### src/rtl/glyph_row_pipe.sv
// glyph_row_pipe: two-stage request -> merged glyph ROM -> processed row pipeline.
// S1 registers the request and drives the ROM address; S2 registers the
// mirrored/inverted ROM word. Valid/ready on both sides with full backpressure.
module glyph_row_pipe #(
   parameter int unsigned ROW_WIDTH  = 64,
   parameter int unsigned GLYPH_H    = 64,
   parameter int unsigned NUM_GLYPHS = 9,
   parameter int unsigned CODE_W     = 4,
   parameter int unsigned ROW_W      = 6,
   parameter int unsigned ADDR_W     = 10
) (
   input  logic                 Clk,
   input  logic                 Reset,
   input  logic                 req_valid,
   output logic                 req_ready,
   input  logic [CODE_W-1:0]    req_code,
   input  logic [ROW_W-1:0]     req_row,
   input  logic                 req_mirror,
   input  logic                 req_invert,
   output logic [ADDR_W-1:0]    rom_addr,
   input  logic [ROW_WIDTH-1:0] rom_data,
   output logic                 out_valid,
   input  logic                 out_ready,
   output logic [ROW_WIDTH-1:0] out_row,
   output logic [CODE_W-1:0]    out_code,
   output logic [ROW_W-1:0]     out_row_idx,
   output logic [7:0]           err_count
);

   localparam logic [7:0] ERR_MAX = 8'hFF;

   logic                 s1_valid;
   logic [CODE_W-1:0]    s1_code;
   logic [ROW_W-1:0]     s1_row;
   logic                 s1_mirror;
   logic                 s1_invert;
   logic                 s1_bad;
   logic                 s2_valid;

   logic                 adv1_c;
   logic                 adv2_c;
   logic                 accept_c;
   logic                 bad_c;
   logic [ADDR_W-1:0]    addr_c;
   logic [ROW_WIDTH-1:0] mir_c;
   logic [ROW_WIDTH-1:0] proc_c;

   // Flow control: a stage advances when its downstream slot is free or draining.
   always_comb begin
      adv2_c    = !s2_valid || out_ready;
      adv1_c    = !s1_valid || adv2_c;
      req_ready = adv1_c && !Reset;
      accept_c  = req_valid && req_ready;
   end

   // Range check and merged address; out-of-range requests never alias another glyph.
   always_comb begin
      bad_c  = (32'(req_code) >= NUM_GLYPHS) || (32'(req_row) >= GLYPH_H);
      addr_c = ADDR_W'(32'(req_code) * GLYPH_H + 32'(req_row));
   end

   // S1: capture the request, register the ROM address and count bad requests.
   always_ff @(posedge Clk) begin
      if (Reset) begin
         s1_valid  <= 1'b0;
         s1_code   <= '0;
         s1_row    <= '0;
         s1_mirror <= 1'b0;
         s1_invert <= 1'b0;
         s1_bad    <= 1'b0;
         rom_addr  <= '0;
         err_count <= '0;
      end else begin
         if (adv1_c) begin
            s1_valid <= req_valid;
         end
         if (accept_c) begin
            s1_code   <= req_code;
            s1_row    <= req_row;
            s1_mirror <= req_mirror;
            s1_invert <= req_invert;
            s1_bad    <= bad_c;
            rom_addr  <= bad_c ? '0 : addr_c;
            if (bad_c && (err_count != ERR_MAX)) begin
               err_count <= err_count + 8'd1;
            end
         end
      end
   end

   // Row processing on the ROM word: mirror first, then invert; bad entries yield zero.
   always_comb begin
      mir_c = rom_data;
      if (s1_mirror) begin
         for (int i = 0; i < int'(ROW_WIDTH); i++) begin
            mir_c[i] = rom_data[int'(ROW_WIDTH) - 1 - i];
         end
      end
      proc_c = s1_invert ? ~mir_c : mir_c;
      if (s1_bad) begin
         proc_c = '0;
      end
   end

   // S2: output register, held stable while the consumer stalls.
   always_ff @(posedge Clk) begin
      if (Reset) begin
         s2_valid    <= 1'b0;
         out_row     <= '0;
         out_code    <= '0;
         out_row_idx <= '0;
      end else begin
         if (adv2_c) begin
            s2_valid <= s1_valid;
         end
         if (s1_valid && adv2_c) begin
            out_row     <= proc_c;
            out_code    <= s1_code;
            out_row_idx <= s1_row;
         end
      end
   end

   assign out_valid = s2_valid;

endmodule
### config.mk
export PLATFORM = sky130hd
export DESIGN_NAME = glyph_row_pipe
export DESIGN_NICKNAME = d
export VERILOG_FILES = /design/src/rtl/glyph_row_pipe.sv
export SDC_FILE = /design/constraint.sdc
export NUM_CORES = 1
export LEC_CHECK = 0
export ABC_AREA = 1
export ABC_CLOCK_PERIOD_IN_PS = 2000
export CORE_MARGIN = 2
export CORE_UTILIZATION = 40
export DETAILED_ROUTE_END_ITERATION = 10
export PLACE_DENSITY = 0.71
export SLEW_MARGIN = 20
export SYNTH_ARGS = -nofsm -noshare
export SYNTH_HDL_FRONTEND = slang
export SYNTH_SLANG_ARGS = --single-unit
### constraint.sdc
create_clock -name Clk -period 2 [get_ports Clk]
set_input_delay 0.6 -clock Clk [delete_from_list [all_inputs] [get_ports Clk]]
set_output_delay 0.6 -clock Clk [all_outputs]
set_load 0.05 [all_outputs]
==> impl_metrics.yaml, run 1 <==
synthesis:
  syn_area_um2: 5370
  yosys.cell_types.count: 23
  synth-seq-cells: 107
  synthCells: 788
  synth_common_cells: "nand2_1, dfxtp_1, a21oi_1, inv_1"
  synth_area_leaders: "dfxtp_1, nand2_1, xor2_1"
  syn_area_per_cell_um2: 6.82
  synthArstFlopShare: 0
  synth_edf_count: 0
  yosysTopAreaCell: "dfxtp_1"
  synth_most_common_cell: "nand2_1"
  yosys_warnings: 0
  synth_nets: 869
  seq_area_frac_synth: 0.399
  synth_top_cell_area_share: 0.399
  ys.flop_type: "dfxtp_1"
die:
  ios: 174
  fp.dieW_um: 120
  start_util: 0.407
  dieArea_um2: 14400
  core_um2: 13200
  rows: 42
  die_y_um: 120
finish:
  fill_cells: 1294
  layout-drive-gt1-share: 0.167
  fin_cells: 1140
  antenna_cells: 0
  syn_to_final_growth_pct: 39.8
  nets: 1040
grt:
  grt-ovfl-total: 0
  grt_pass1_vias: 4872
  grt_start_max_net_pins: 89
  track_usage: 0.209
  antenna_found_initial: 0
  grt_pass1_wl_um: 24000
sta:
  post-route-min-period_ps: 1940
  rsz0062_at_grt: "no"
  worstMarginPinSlew_ps: 982
  hold_viol_final: 0
  maxSlewHeadroom: 0.346
  finalWorstSetupSlack_ps: 56.2
  slew_violations: 0
  setup_tns_ps: 0
  finalSetupViolations: 0
  fmax_mhz: 514
  finalCritPeriodShare: 0.972
  clock_skew_ps: 7.58
drt:
  ant_nets: 0
  dr.pass1.iters: 4
  drtIter0Drc: 264
  routed_wl_um: 14900
  vias: 5303
  via_per_inst: 4.65
  route.detailed.drc: 0
  wl_per_cell_um: 13.1
setup_path:
  path_buf_inv: 4
  slowest_delay_ps: 240
  cpLargestDelayFamily: "buffers and inverters"
  crit_path_top_delay_cell: "dlygate4sd2_1"
  crit_fanout: 2
  timing.rr.end: "out_row[44]"
  crit_type: "in2out"
  critPathCaptureType: "output port"
  crit_required_ps: 1400
  start_kind: "input port"
  crit_chain: "dlygate4sd2_1 -> inv_2 -> nand3_2 -> nand2_2 -> clkinvlp_4 -> buf_8"
  r2r_start: "s1_mirror"
  critPathArrivalTime_ps: 1340
  reg2reg_depth: 6
  r2r_slack_ps: 430
min_path:
  hold_depth: 2
  hold_path_class: "reg2reg"
  holdPathEnd: "rom_addr[7]"
  hold_start: "rom_addr[7]"
pwr:
  leakage_uw: 0.00344
  irDropWorstVdd_mv: 0.389
  power_density_nw_per_um2: 753
  total_power_uw: 5650
placement:
  gp_congestion: 0.813
  place_inst: 1123
  io_buffers: 173
  dp_slack_ps: -115
  hpwl_um: 10600
clocking:
  clk_latency_ps: 350
  path_clk_slew_ps: 70
  cts_tree: "built"
  ctsHoldBuffers: 0
  htree_num_levels: 3
  cts_buffers: 9
  cts-root-buf: "clkbuf_16"
  cts_buffer_depth: 2
  cts_sinks: 107
job:
  drv_cap: 0
status:
  status: "complete, no violations"
[where the power goes]
part           switching, uW  leakage [uW]  total [uW]  internal (uW)
clock network            841      0.000152        1820            983
registers               93.8      0.000875        2350           2260
logic                    912       0.00241        1480            570
[layer usage]
metal,track usage,vias up,part of all wire
met3,0.0566,18,0.065
li1,-,2787,-
met4,0.0772,0,0.020
met1,0.270,2367,0.45
met5,0,-,0
met2,0.334,131,0.46
[state kept, by name, indices dropped and copies added, names as in the netlist]
signal,flops
out_valid,1
s1_row,6
s1_valid,1
s1_code,4
s1_mirror,1
out_code,4
out_row,64
s1_invert,1
s1_bad,1
out_row_idx,6
err_count,8
rom_addr,10
[how the worst max path moves through the flow]
stage                    from         to  slack, ps  cells past startpoint
floorplan               Reset  req_ready         80                      5
global placement    out_ready  req_ready       -120                      6
detailed placement  out_ready  req_ready       -120                      6
CTS                 out_ready  req_ready        110                      6
global route        out_ready  req_ready         30                      6
finish              out_ready  req_ready         60                      6
[logic make-up after synthesis]
kind of cell / after synthesis / share of synthesized area
flops: 107 / 0.399
buf+inv: 130 / 0.104
fa+ha+maj: 1 / 0.00233
xor+xnor: 68 / 0.111
simple gates: 317 / 0.231
compound gates: 165 / 0.154
[layout by cell type, fill, tap and decap left out, types with 3 or more instances in the layout]
master	netlist	routed
clkbuf_16	0	9
o21ai_0	66	66
clkdlybuf4s50_1	0	77
nand2_1	256	255
buf_12	0	5
inv_1	77	75
xor2_1	66	66
buf_4	5	127
o21ai_1	10	10
nand3_1	14	13
clkinv_2	0	3
nor2_1	40	40
dfxtp_1	107	105
a21oi_1	89	89
[cell type report]
type | instances | area, um^2 | share of cell area
clock buffers | 9 | 225 | 0.0300
clock inverters | 7 | 78.8 | 0.0105
inverters | 79 | 300 | 0.0400
multi-input cells | 551 | 2690 | 0.358
flip-flops and latches | 107 | 2150 | 0.286
well taps | 176 | 220 | 0.0293
repair buffers | 211 | 1850 | 0.246
[through the flow]
step / utilization / area (um^2) / hold WS (ps)
2_1_floorplan: - / 5380 / 441
3_3_place_gp: 0.544 / 7180 / 450
3_5_place_dp: 0.544 / 7180 / 453
4_1_cts: 0.569 / 7510 / 464
5_1_grt: 0.569 / 7510 / 485
6_report: 0.569 / 7510 / 464
[worst min-delay path, stage by stage (launching register included)]
cell and delay, ps:
dfxtp_1 310, nand2_1 60, a21oi_1 50
[timing repair]
action                                  4_1_cts  5_1_grt
resized for setup                             6        0
endpoints found under the setup margin        1        0
setup buffers                                 1        0
Power figures use the tool's default switching activity.
==> run 2, diff against run 1 <==
--- a/config.mk
+++ b/config.mk
@@ -9,6 +9,7 @@
 export ABC_CLOCK_PERIOD_IN_PS = 2000
 export CORE_MARGIN = 2
 export CORE_UTILIZATION = 40
+export CTS_CLUSTER_SIZE = 30
 export DETAILED_ROUTE_END_ITERATION = 10
 export PLACE_DENSITY = 0.71
 export SLEW_MARGIN = 20
==> results of run 2 <==
Final layout, timing and power as in run 1 (identical DEF).
